`src/rtl/mnist_pkg.sv`:
```
// mnist_pkg: shared network constants and the flatten buffer state encoding.
package mnist_pkg;
  localparam int DEF_CHANNELS = 16;
  localparam int DEF_OUT_W = 5;
  localparam int DEF_OUT_H = 5;
  typedef enum logic {COLLECT, FULL} state_t;
endpackage

```
`src/rtl/maxpool_flatten_buf.sv`:
```
// maxpool_flatten_buf: gathers pooled pixels in raster order into one flat frame for the FC layer.
module maxpool_flatten_buf
  import mnist_pkg::*;
#(
  parameter int CHANNELS = DEF_CHANNELS,
  parameter int OUT_W = DEF_OUT_W,
  parameter int OUT_H = DEF_OUT_H
) (
  input  logic clk,
  input  logic rst,
  input  logic [CHANNELS-1:0] pool_in,
  input  logic pool_valid,
  output logic [CHANNELS*OUT_W*OUT_H-1:0] feature_vec,
  output logic feature_valid,
  input  logic feature_ready,
  output logic overflow,
  output logic [$clog2(OUT_W*OUT_H+1)-1:0] pix_count
);
  localparam int PIX = OUT_W * OUT_H;
  localparam int CW = $clog2(PIX + 1);
  state_t state, state_nxt;
  logic cap, accept;
  logic [CW-1:0] wr_idx, count_nxt;
  // a pixel arriving in the accept cycle becomes pixel 0 of the next frame
  always_comb begin
    accept = state == FULL && feature_ready;
    cap = pool_valid && (state == COLLECT || feature_ready);
    wr_idx = state == FULL ? '0 : pix_count;
    count_nxt = accept ? CW'(cap) : state == FULL ? pix_count : pix_count + CW'(cap);
    state_nxt = (cap && wr_idx == CW'(PIX - 1)) ? FULL : accept ? COLLECT : state;
  end
  assign feature_valid = state == FULL;
  always_ff @(posedge clk or posedge rst)
    if (rst) begin
      state <= COLLECT;
      pix_count <= '0;
      overflow <= 1'b0;
      feature_vec <= '0;
    end else begin
      state <= state_nxt;
      pix_count <= count_nxt;
      if (state == FULL && pool_valid && !feature_ready) overflow <= 1'b1;
      for (int i = 0; i < PIX; i++)
        if (cap && wr_idx == CW'(i)) feature_vec[i*CHANNELS +: CHANNELS] <= pool_in;
    end
endmodule

```
`config.mk`:
```
export PLATFORM = sky130hd
export DESIGN_NAME = maxpool_flatten_buf
export DESIGN_NICKNAME = d
export VERILOG_FILES = /design/src/rtl/mnist_pkg.sv /design/src/rtl/maxpool_flatten_buf.sv
export SDC_FILE = /design/constraint.sdc
export NUM_CORES = 1
export LEC_CHECK = 0
export CORE_UTILIZATION = 40
export CTS_BUF_LIST = sky130_fd_sc_hd__clkbuf_4 sky130_fd_sc_hd__clkbuf_8 sky130_fd_sc_hd__clkbuf_16
export DETAILED_ROUTE_END_ITERATION = 10
export GPL_ROUTABILITY_DRIVEN = 1
export GPL_TIMING_DRIVEN = 0
export PLACE_DENSITY = 0.73
export SETUP_SLACK_MARGIN = 0.4
export SKIP_LAST_GASP = 1
export SLEW_MARGIN = 20
export SYNTH_ARGS = -nofsm -noshare
export SYNTH_HDL_FRONTEND = slang
export SYNTH_SLANG_ARGS = --single-unit
```
`constraint.sdc`:
```
create_clock -name clk -period 30.6 [get_ports clk]
set_input_delay 4.59 -clock clk [delete_from_list [all_inputs] [get_ports clk]]
set_output_delay 4.59 -clock clk [all_outputs]
set_load 0.05 [all_outputs]
```
==> results of run 1 <==
-- metal layers --
metal,GRT usage (%),vias up
met5,0,-
met4,7.012,0
met3,6.384,73
met2,34.18,289
met1,25.27,5010
li1,-,4271
-- through the flow --
stage                     cells  hold slack [ps]  worst slack, ps  cell area [sq um]
final                      1959            459.0            23980              22100
after global routing       1959            497.0            23890              22100
after CTS                  1959            466.8            23940              22100
after detailed placement   1886            448.0            23790              20670
after global placement     1883            443.2            10010              20580
after floorplan             939            764.0            14690              15670
-- cells by family after synthesis --
kind of cell | Yosys count | share of synthesized area, %
buf+inv | 70 | 2.515
xor+xnor | 1 | 0.05590
flops | 407 | 64.99
fa+ha+maj | 2 | 0.1597
mux | 401 | 28.81
simple gates | 50 | 3.074
compound gates | 8 | 0.3992
-- final timing paths --
check | endpoint | slack, ps | cells past startpoint | from
max in group asynchronous | feature_vec[284] | 24550 | 4 | rst
min reg2reg | overflow | 460 | 1 | overflow
min in group asynchronous | feature_vec[244] | 4560 | 2 | rst
min | overflow | 460 | 1 | overflow
max reg2reg | feature_vec[4] | 28430 | 5 | pix_count[1]
max | pix_count[4] | 23980 | 1 | pix_count[4]
-- layout by cell type, fill, tap and decap left out, types with 2 or more instances in the layout --
master | netlist | layout
clkdlybuf4s50_1 | 0 | 426
dfrtp_1 | 407 | 407
mux2_2 | 384 | 384
clkbuf_16 | 0 | 45
clkbuf_1 | 33 | 33
buf_2 | 18 | 18
mux2_1 | 16 | 16
buf_6 | 12 | 12
clkbuf_4 | 0 | 12
nor2_4 | 8 | 8
nand2_2 | 7 | 7
clkbuf_8 | 0 | 6
clkinv_2 | 0 | 6
buf_4 | 5 | 5
nand2_1 | 4 | 4
nor2_8 | 4 | 4
nand4b_2 | 3 | 3
o21ai_0 | 3 | 3
bufinv_16 | 0 | 3
buf_16 | 0 | 3
or3b_1 | 2 | 2
nor3b_2 | 2 | 2
and4bb_1 | 2 | 2
nor2b_1 | 2 | 2
nand3_1 | 2 | 2
nor2_1 | 2 | 2
nand3b_1 | 2 | 2
ha_1 | 2 | 2
-- area by class of cell --
class | count | area, sq um
Inverter | 2 | 15.01
Timing Repair Buffer | 429 | 4347
Sequential cell | 407 | 10180
Fill cell | 3070 | 16550
Multi-Input combinational cell | 462 | 5092
Tap cell | 518 | 648.1
Clock buffer | 63 | 1299
Buffer | 68 | 386.6
Clock inverter | 10 | 128.9
-- state kept, by name, indices dropped and copies added, names as in the netlist --
register	flops
feature_valid	1
feature_vec	400
overflow	1
pix_count	5
==> flow_summary.html, run 1 <==
<table>
<tr><th>Metric</th><th>Value</th></tr>
<tr><th colspan="2">Logic synthesis</th></tr>
<tr><td>Leading post-synthesis cells by instance count</td><td>dfrtp_1, mux2_2, clkbuf_1</td></tr>
<tr><td>Post-synthesis sequential area ratio</td><td>64.99%</td></tr>
<tr><td>Fraction of synthesis flops using an asynchronous set or reset pin</td><td>100.0%</td></tr>
<tr><td>Total standard cell area after synthesis</td><td>0.01567 sq mm</td></tr>
<tr><td>Total nets after synthesis</td><td>961</td></tr>
<tr><td>Commonest register cell after synthesis</td><td>dfrtp_1</td></tr>
<tr><td>Post-synth EDFFs</td><td>0</td></tr>
<tr><td>Synth warnings</td><td>0</td></tr>
<tr><td>Biggest area contributors in the synthesized netlist</td><td>dfrtp_1, mux2_2, mux2_1, buf_6, clkbuf_1</td></tr>
<tr><td>Post-synth top area share</td><td>64.99%</td></tr>
<tr><td>Synth area leader</td><td>dfrtp_1</td></tr>
<tr><td>Gate Count Post-Synth</td><td>939</td></tr>
<tr><td>Post-synthesis sequential element count</td><td>407</td></tr>
<tr><td>Unique masters post-synth</td><td>39</td></tr>
<tr><td>Avg Inst Size Synth</td><td>16.69 sq um</td></tr>
<tr><td>Leading cell type by number of instances after synthesis</td><td>dfrtp_1</td></tr>
<tr><th colspan="2">CTS</th></tr>
<tr><td>Resize count post-CTS</td><td>0</td></tr>
<tr><td>Count of hold buffers inserted by post-cts repair</td><td>0</td></tr>
<tr><td>Buffer depth of the longest clock path</td><td>3</td></tr>
<tr><td>H-tree Lvls</td><td>2</td></tr>
<tr><td>Sinks on the clock net</td><td>407</td></tr>
<tr><td>Worst-skew pair later-pin latency</td><td>550 ps</td></tr>
<tr><td>Post-CTS setup buffer count</td><td>0</td></tr>
<tr><td>CTS tree</td><td>yes</td></tr>
<tr><td>Clock-pin slew reported for the worst setup and hold paths after clock tree synthesis</td><td>60 ps</td></tr>
<tr><td>Total CTS buffers</td><td>44</td></tr>
<tr><td>Clock root cell</td><td>clkbuf_16</td></tr>
<tr><th colspan="2">STA</th></tr>
<tr><td>Final-layout setup total negative slack</td><td>0 ps</td></tr>
<tr><td>Final critical-path share of the clock period</td><td>21.64%</td></tr>
<tr><td>Slew Limit Headroom</td><td>50.50%</td></tr>
<tr><td>Worst-margin pin slew</td><td>742.5 ps</td></tr>
<tr><td>Max Clk Rate</td><td>0.1510 GHz</td></tr>
<tr><td>Number of slew-limit violations in the final report</td><td>0</td></tr>
<tr><td>Hold Violations, Final</td><td>0</td></tr>
<tr><td>Largest clock skew in the final design</td><td>10.23 ps</td></tr>
<tr><td>Final setup violating endpoints</td><td>0</td></tr>
<tr><td>Min cycle time layout</td><td>6623 ps</td></tr>
<tr><td>RSZ-0062 raised after global routing</td><td>no</td></tr>
<tr><th colspan="2">Routing</th></tr>
<tr><td>Wl on met1</td><td>17110 microns</td></tr>
<tr><td>Pre-antenna DRT Iters</td><td>4</td></tr>
<tr><td>Total DRC errors in the routed layout</td><td>0</td></tr>
<tr><td>Per-cell routed wire length</td><td>21.11 microns</td></tr>
<tr><td>Metal3 WL</td><td>3036 microns</td></tr>
<tr><td>Post-route ant nets</td><td>0</td></tr>
<tr><td>Top Layer Used</td><td>met4</td></tr>
<tr><td>Vias per Instance</td><td>4.922</td></tr>
<tr><td>Wirelength, routed</td><td>41350 microns</td></tr>
<tr><td>Total length of routed met2 wires</td><td>20160 microns</td></tr>
<tr><td>1st-iter DRT viols</td><td>263</td></tr>
<tr><td>Total via count after detailed routing</td><td>9643</td></tr>
<tr><th colspan="2">Critical path</th></tr>
<tr><td>CP Data Required Time</td><td>26010 ps</td></tr>
<tr><td>Arrival time at the worst endpoint</td><td>2030 ps</td></tr>
<tr><td>Endpoint type of the worst setup path</td><td>output port</td></tr>
<tr><td>Combined buffer and inverter count along the critical path</td><td>1</td></tr>
<tr><td>Critical path's largest stage delay</td><td>940 ps</td></tr>
<tr><td>Family with the most delay on the worst path</td><td>buffers and inverters</td></tr>
<tr><td>Worst setup path category</td><td>reg -&gt; out</td></tr>
<tr><td>Startpoint type of the worst setup path</td><td>register</td></tr>
<tr><td>Highest fanout seen on the critical path</td><td>10</td></tr>
<tr><td>Cell-by-cell listing of the critical path</td><td>clkdlybuf4s50_1</td></tr>
<tr><td>Cell with the biggest individual delay on the critical path</td><td>clkdlybuf4s50_1</td></tr>
<tr><th colspan="2">Die</th></tr>
<tr><td>Initial standard-cell utilization of the core</td><td>40.55%</td></tr>
<tr><td>Die Outline Area</td><td>0.03997 sq mm</td></tr>
<tr><td>Width of the chip</td><td>199.9 microns</td></tr>
<tr><td>Floorplan core area</td><td>0.03865 sq mm</td></tr>
<tr><td>Top-level port count</td><td>427</td></tr>
<tr><td>Row cnt</td><td>72</td></tr>
<tr><td>Die Height</td><td>199.9 microns</td></tr>
<tr><th colspan="2">Finish</th></tr>
<tr><td>Area Overhead vs Synth</td><td>41.03%</td></tr>
<tr><td>Antenna cells</td><td>0</td></tr>
<tr><td>Final Util</td><td>57.19%</td></tr>
<tr><td>Nets</td><td>1436</td></tr>
<tr><td>Fraction of layout cells with a size suffix above 1</td><td>36.50%</td></tr>
<tr><th colspan="2">Global route</th></tr>
<tr><td>Antenna violations before repair</td><td>0</td></tr>
<tr><td>Remaining global-route overflow</td><td>0</td></tr>
<tr><td>Vias in the first global route</td><td>10077</td></tr>
<tr><td>First-pass GRT wire length</td><td>61740 microns</td></tr>
<tr><td>Pin count of the biggest net entering global routing</td><td>106</td></tr>
<tr><td>Overall fraction of global-route tracks in use</td><td>20.53%</td></tr>
<tr><th colspan="2">Placement</th></tr>
<tr><td>HPWL after DPL</td><td>29650 microns</td></tr>
<tr><td>Port-buffer cells</td><td>426</td></tr>
<tr><td>Placer congestion estimate</td><td>0.7847</td></tr>
<tr><th colspan="2">Worst hold path</th></tr>
<tr><td>Hold WC Path Type</td><td>reg -&gt; reg</td></tr>
<tr><th colspan="2">Job</th></tr>
<tr><td>Max-Cap Viols</td><td>0</td></tr>
<tr><th colspan="2">Status</th></tr>
<tr><td>Result of the run</td><td>finished clean</td></tr>
</table>
Power of run 1 is left out: the tool's default activity adds up to more than one toggle a clock period on the data nets, which glitch-free logic cannot reach.
==> run 2, diff against run 1 <==
==> constraint.sdc (replaced) <==
create_clock -name clk -period 6.8 [get_ports clk]
set_input_delay 1.02 -clock clk [delete_from_list [all_inputs] [get_ports clk]]
set_output_delay 1.02 -clock clk [all_outputs]
set_load 0.05 [all_outputs]
==> flow_summary.html, run 2 (synthesis results as in run 1) <==
<table>
<tr><th>Metric</th><th>Value</th></tr>
<tr><th colspan="2">Status</th></tr>
<tr><td>Result of the run</td><td>finished clean</td></tr>
<tr><th colspan="2">Critical path</th></tr>
<tr><td>Worst setup path category</td><td>reg -&gt; out</td></tr>
<tr><td>Endpoint type of the worst setup path</td><td>output port</td></tr>
<tr><td>CP Data Required Time</td><td>5780 ps</td></tr>
<tr><td>Depth of the worst register-to-register path</td><td>6</td></tr>
<tr><td>Cell with the biggest individual delay on the critical path</td><td>clkdlybuf4s50_1</td></tr>
<tr><td>End of the worst register-to-register path</td><td>feature_vec[225]</td></tr>
<tr><td>Reg-to-reg critical path startpoint</td><td>feature_valid</td></tr>
<tr><td>Combined buffer and inverter count along the critical path</td><td>1</td></tr>
<tr><td>Startpoint type of the worst setup path</td><td>register</td></tr>
<tr><td>Cell-by-cell listing of the critical path</td><td>clkdlybuf4s50_1</td></tr>
<tr><td>Arrival time at the worst endpoint</td><td>2000 ps</td></tr>
<tr><td>Highest fanout seen on the critical path</td><td>10</td></tr>
<tr><td>Slack of the worst reg-to-reg path</td><td>4580 ps</td></tr>
<tr><td>Critical path's largest stage delay</td><td>920 ps</td></tr>
<tr><td>Family with the most delay on the worst path</td><td>buffers and inverters</td></tr>
<tr><th colspan="2">Global route</th></tr>
<tr><td>Pin count of the biggest net entering global routing</td><td>36</td></tr>
<tr><td>Remaining global-route overflow</td><td>0</td></tr>
<tr><td>Vias in the first global route</td><td>10333</td></tr>
<tr><td>First-pass GRT wire length</td><td>64000 microns</td></tr>
<tr><td>Overall fraction of global-route tracks in use</td><td>21.38%</td></tr>
<tr><td>Antenna violations before repair</td><td>0</td></tr>
<tr><th colspan="2">Finish</th></tr>
<tr><td>Antenna cells</td><td>0</td></tr>
<tr><td>Number of flip-flops in the largest register</td><td>400</td></tr>
<tr><td>Commonest cells after routing, fill and taps aside</td><td>clkdlybuf4s50_1, dfrtp_1, mux2_2, clkbuf_16, clkbuf_1</td></tr>
<tr><td>Fillcell total</td><td>3037</td></tr>
<tr><td>Area Overhead vs Synth</td><td>42.29%</td></tr>
<tr><td>Most frequent standard cell in the layout excluding fill and tap cells</td><td>clkdlybuf4s50_1</td></tr>
<tr><td>Nets</td><td>1446</td></tr>
<tr><td>Fraction of layout cells with a size suffix above 1</td><td>37.20%</td></tr>
<tr><td>Largest register by flop count</td><td>feature_vec</td></tr>
<tr><td>Registers with the most flip-flops</td><td>feature_vec x400, pix_count x5</td></tr>
<tr><td>Final Util</td><td>57.70%</td></tr>
<tr><td>Post-route standard cell area excluding fillers</td><td>0.02230 sq mm</td></tr>
<tr><th colspan="2">Die</th></tr>
<tr><td>Initial standard-cell utilization of the core</td><td>40.55%</td></tr>
<tr><td>Floorplan core area</td><td>0.03865 sq mm</td></tr>
<tr><td>Top-level port count</td><td>427</td></tr>
<tr><td>Width of the chip</td><td>199.9 microns</td></tr>
<tr><td>Die Outline Area</td><td>0.03997 sq mm</td></tr>
<tr><td>Die Height</td><td>199.9 microns</td></tr>
<tr><td>Row cnt</td><td>72</td></tr>
<tr><th colspan="2">CTS</th></tr>
<tr><td>CTS tree</td><td>yes</td></tr>
<tr><td>Worst-skew pair later-pin latency</td><td>570 ps</td></tr>
<tr><td>Buffer depth of the longest clock path</td><td>3</td></tr>
<tr><td>H-tree Lvls</td><td>2</td></tr>
<tr><td>Clock-pin slew reported for the worst setup and hold paths after clock tree synthesis</td><td>60 ps</td></tr>
<tr><td>Clock root cell</td><td>clkbuf_16</td></tr>
<tr><td>Total CTS buffers</td><td>43</td></tr>
<tr><td>Sinks on the clock net</td><td>407</td></tr>
<tr><td>Resize count post-CTS</td><td>0</td></tr>
<tr><td>Count of hold buffers inserted by post-cts repair</td><td>0</td></tr>
<tr><td>Post-CTS setup buffer count</td><td>0</td></tr>
<tr><th colspan="2">STA</th></tr>
<tr><td>Largest clock skew in the final design</td><td>29.73 ps</td></tr>
<tr><td>Worst-margin pin slew</td><td>639.9 ps</td></tr>
<tr><td>Slew Limit Headroom</td><td>57.21%</td></tr>
<tr><td>Final critical-path share of the clock period</td><td>44.48%</td></tr>
<tr><td>Max Clk Rate</td><td>0.3307 GHz</td></tr>
<tr><td>WHS</td><td>478.9 ps</td></tr>
<tr><td>RSZ-0062 raised after global routing</td><td>no</td></tr>
<tr><td>Hold Violations, Final</td><td>0</td></tr>
<tr><td>Final setup violating endpoints</td><td>0</td></tr>
<tr><td>Min cycle time layout</td><td>3024 ps</td></tr>
<tr><td>Number of slew-limit violations in the final report</td><td>0</td></tr>
<tr><th colspan="2">Placement</th></tr>
<tr><td>Port-buffer cells</td><td>426</td></tr>
<tr><td>HPWL after DPL</td><td>31440 microns</td></tr>
<tr><td>Placer congestion estimate</td><td>0.7898</td></tr>
<tr><td>Total placed instance area</td><td>0.02088 sq mm</td></tr>
<tr><th colspan="2">Routing</th></tr>
<tr><td>Total DRC errors in the routed layout</td><td>0</td></tr>
<tr><td>1st-iter DRT viols</td><td>321</td></tr>
<tr><td>Per-cell routed wire length</td><td>21.57 microns</td></tr>
<tr><td>Wirelength, routed</td><td>42590 microns</td></tr>
<tr><td>Pre-antenna DRT Iters</td><td>4</td></tr>
<tr><td>Vias per Instance</td><td>4.933</td></tr>
<tr><td>Post-route ant nets</td><td>0</td></tr>
<tr><td>Total via count after detailed routing</td><td>9742</td></tr>
<tr><th colspan="2">Job</th></tr>
<tr><td>Max-Cap Viols</td><td>0</td></tr>
<tr><th colspan="2">Worst hold path</th></tr>
<tr><td>Hold WC Path Type</td><td>reg -&gt; reg</td></tr>
<tr><td>Worst Hold Depth</td><td>1</td></tr>
<tr><td>Worst Hold Path EP</td><td>overflow</td></tr>
<tr><td>Hold Startpoint</td><td>overflow</td></tr>
</table>
==> run 2: stage by stage <==
stage          cells  setup slack [ps]  TNS (ps)
5_1_grt         1975              3722         0
6_report        1975              3776         0
2_1_floorplan    939             296.3         0
3_5_place_dp    1897              3581         0
3_3_place_gp    1883             -2373   -938470
4_1_cts         1975              3748         0
==> run 2: worst max-delay path by stage <==
| stage | startpoint | end | cells after the start |
|---|---|---|---|
| after floorplan | rst | feature_valid | 1 |
| after global placement | rst | feature_vec[333] | 2 |
| after detailed placement | pool_valid | feature_vec[103] | 6 |
| after CTS | pix_count[4] | pix_count[4] | 1 |
| after global routing | pix_count[4] | pix_count[4] | 1 |
| final | pix_count[4] | pix_count[4] | 1 |
==> run 2: metal layers <==
layer  global-route usage, %  vias to the layer above  part of all wire (%)
li1                        -                     4290                     -
met1                   26.16                     5074                    41
met2                   35.35                      304                    49
met3                   6.704                       74                   7.4
met4                   8.142                        0                   3.1
met5                       0                        -                     0
==> run 2: cell type report <==
| type | instances | area, sq um | area share, % |
|---|---|---|---|
| sequential | 407 | 10180 | 45.67 |
| multi-input combinational | 462 | 5092 | 22.84 |
| timing repair buffer | 440 | 4559 | 20.45 |
| clock buffer | 67 | 1344 | 6.026 |
| tap | 518 | 648.1 | 2.907 |
| buffer | 68 | 386.6 | 1.734 |
| clock inverter | 11 | 72.57 | 0.3254 |
| inverter | 2 | 11.26 | 0.05050 |
Power of run 2 is left out for the same reason.
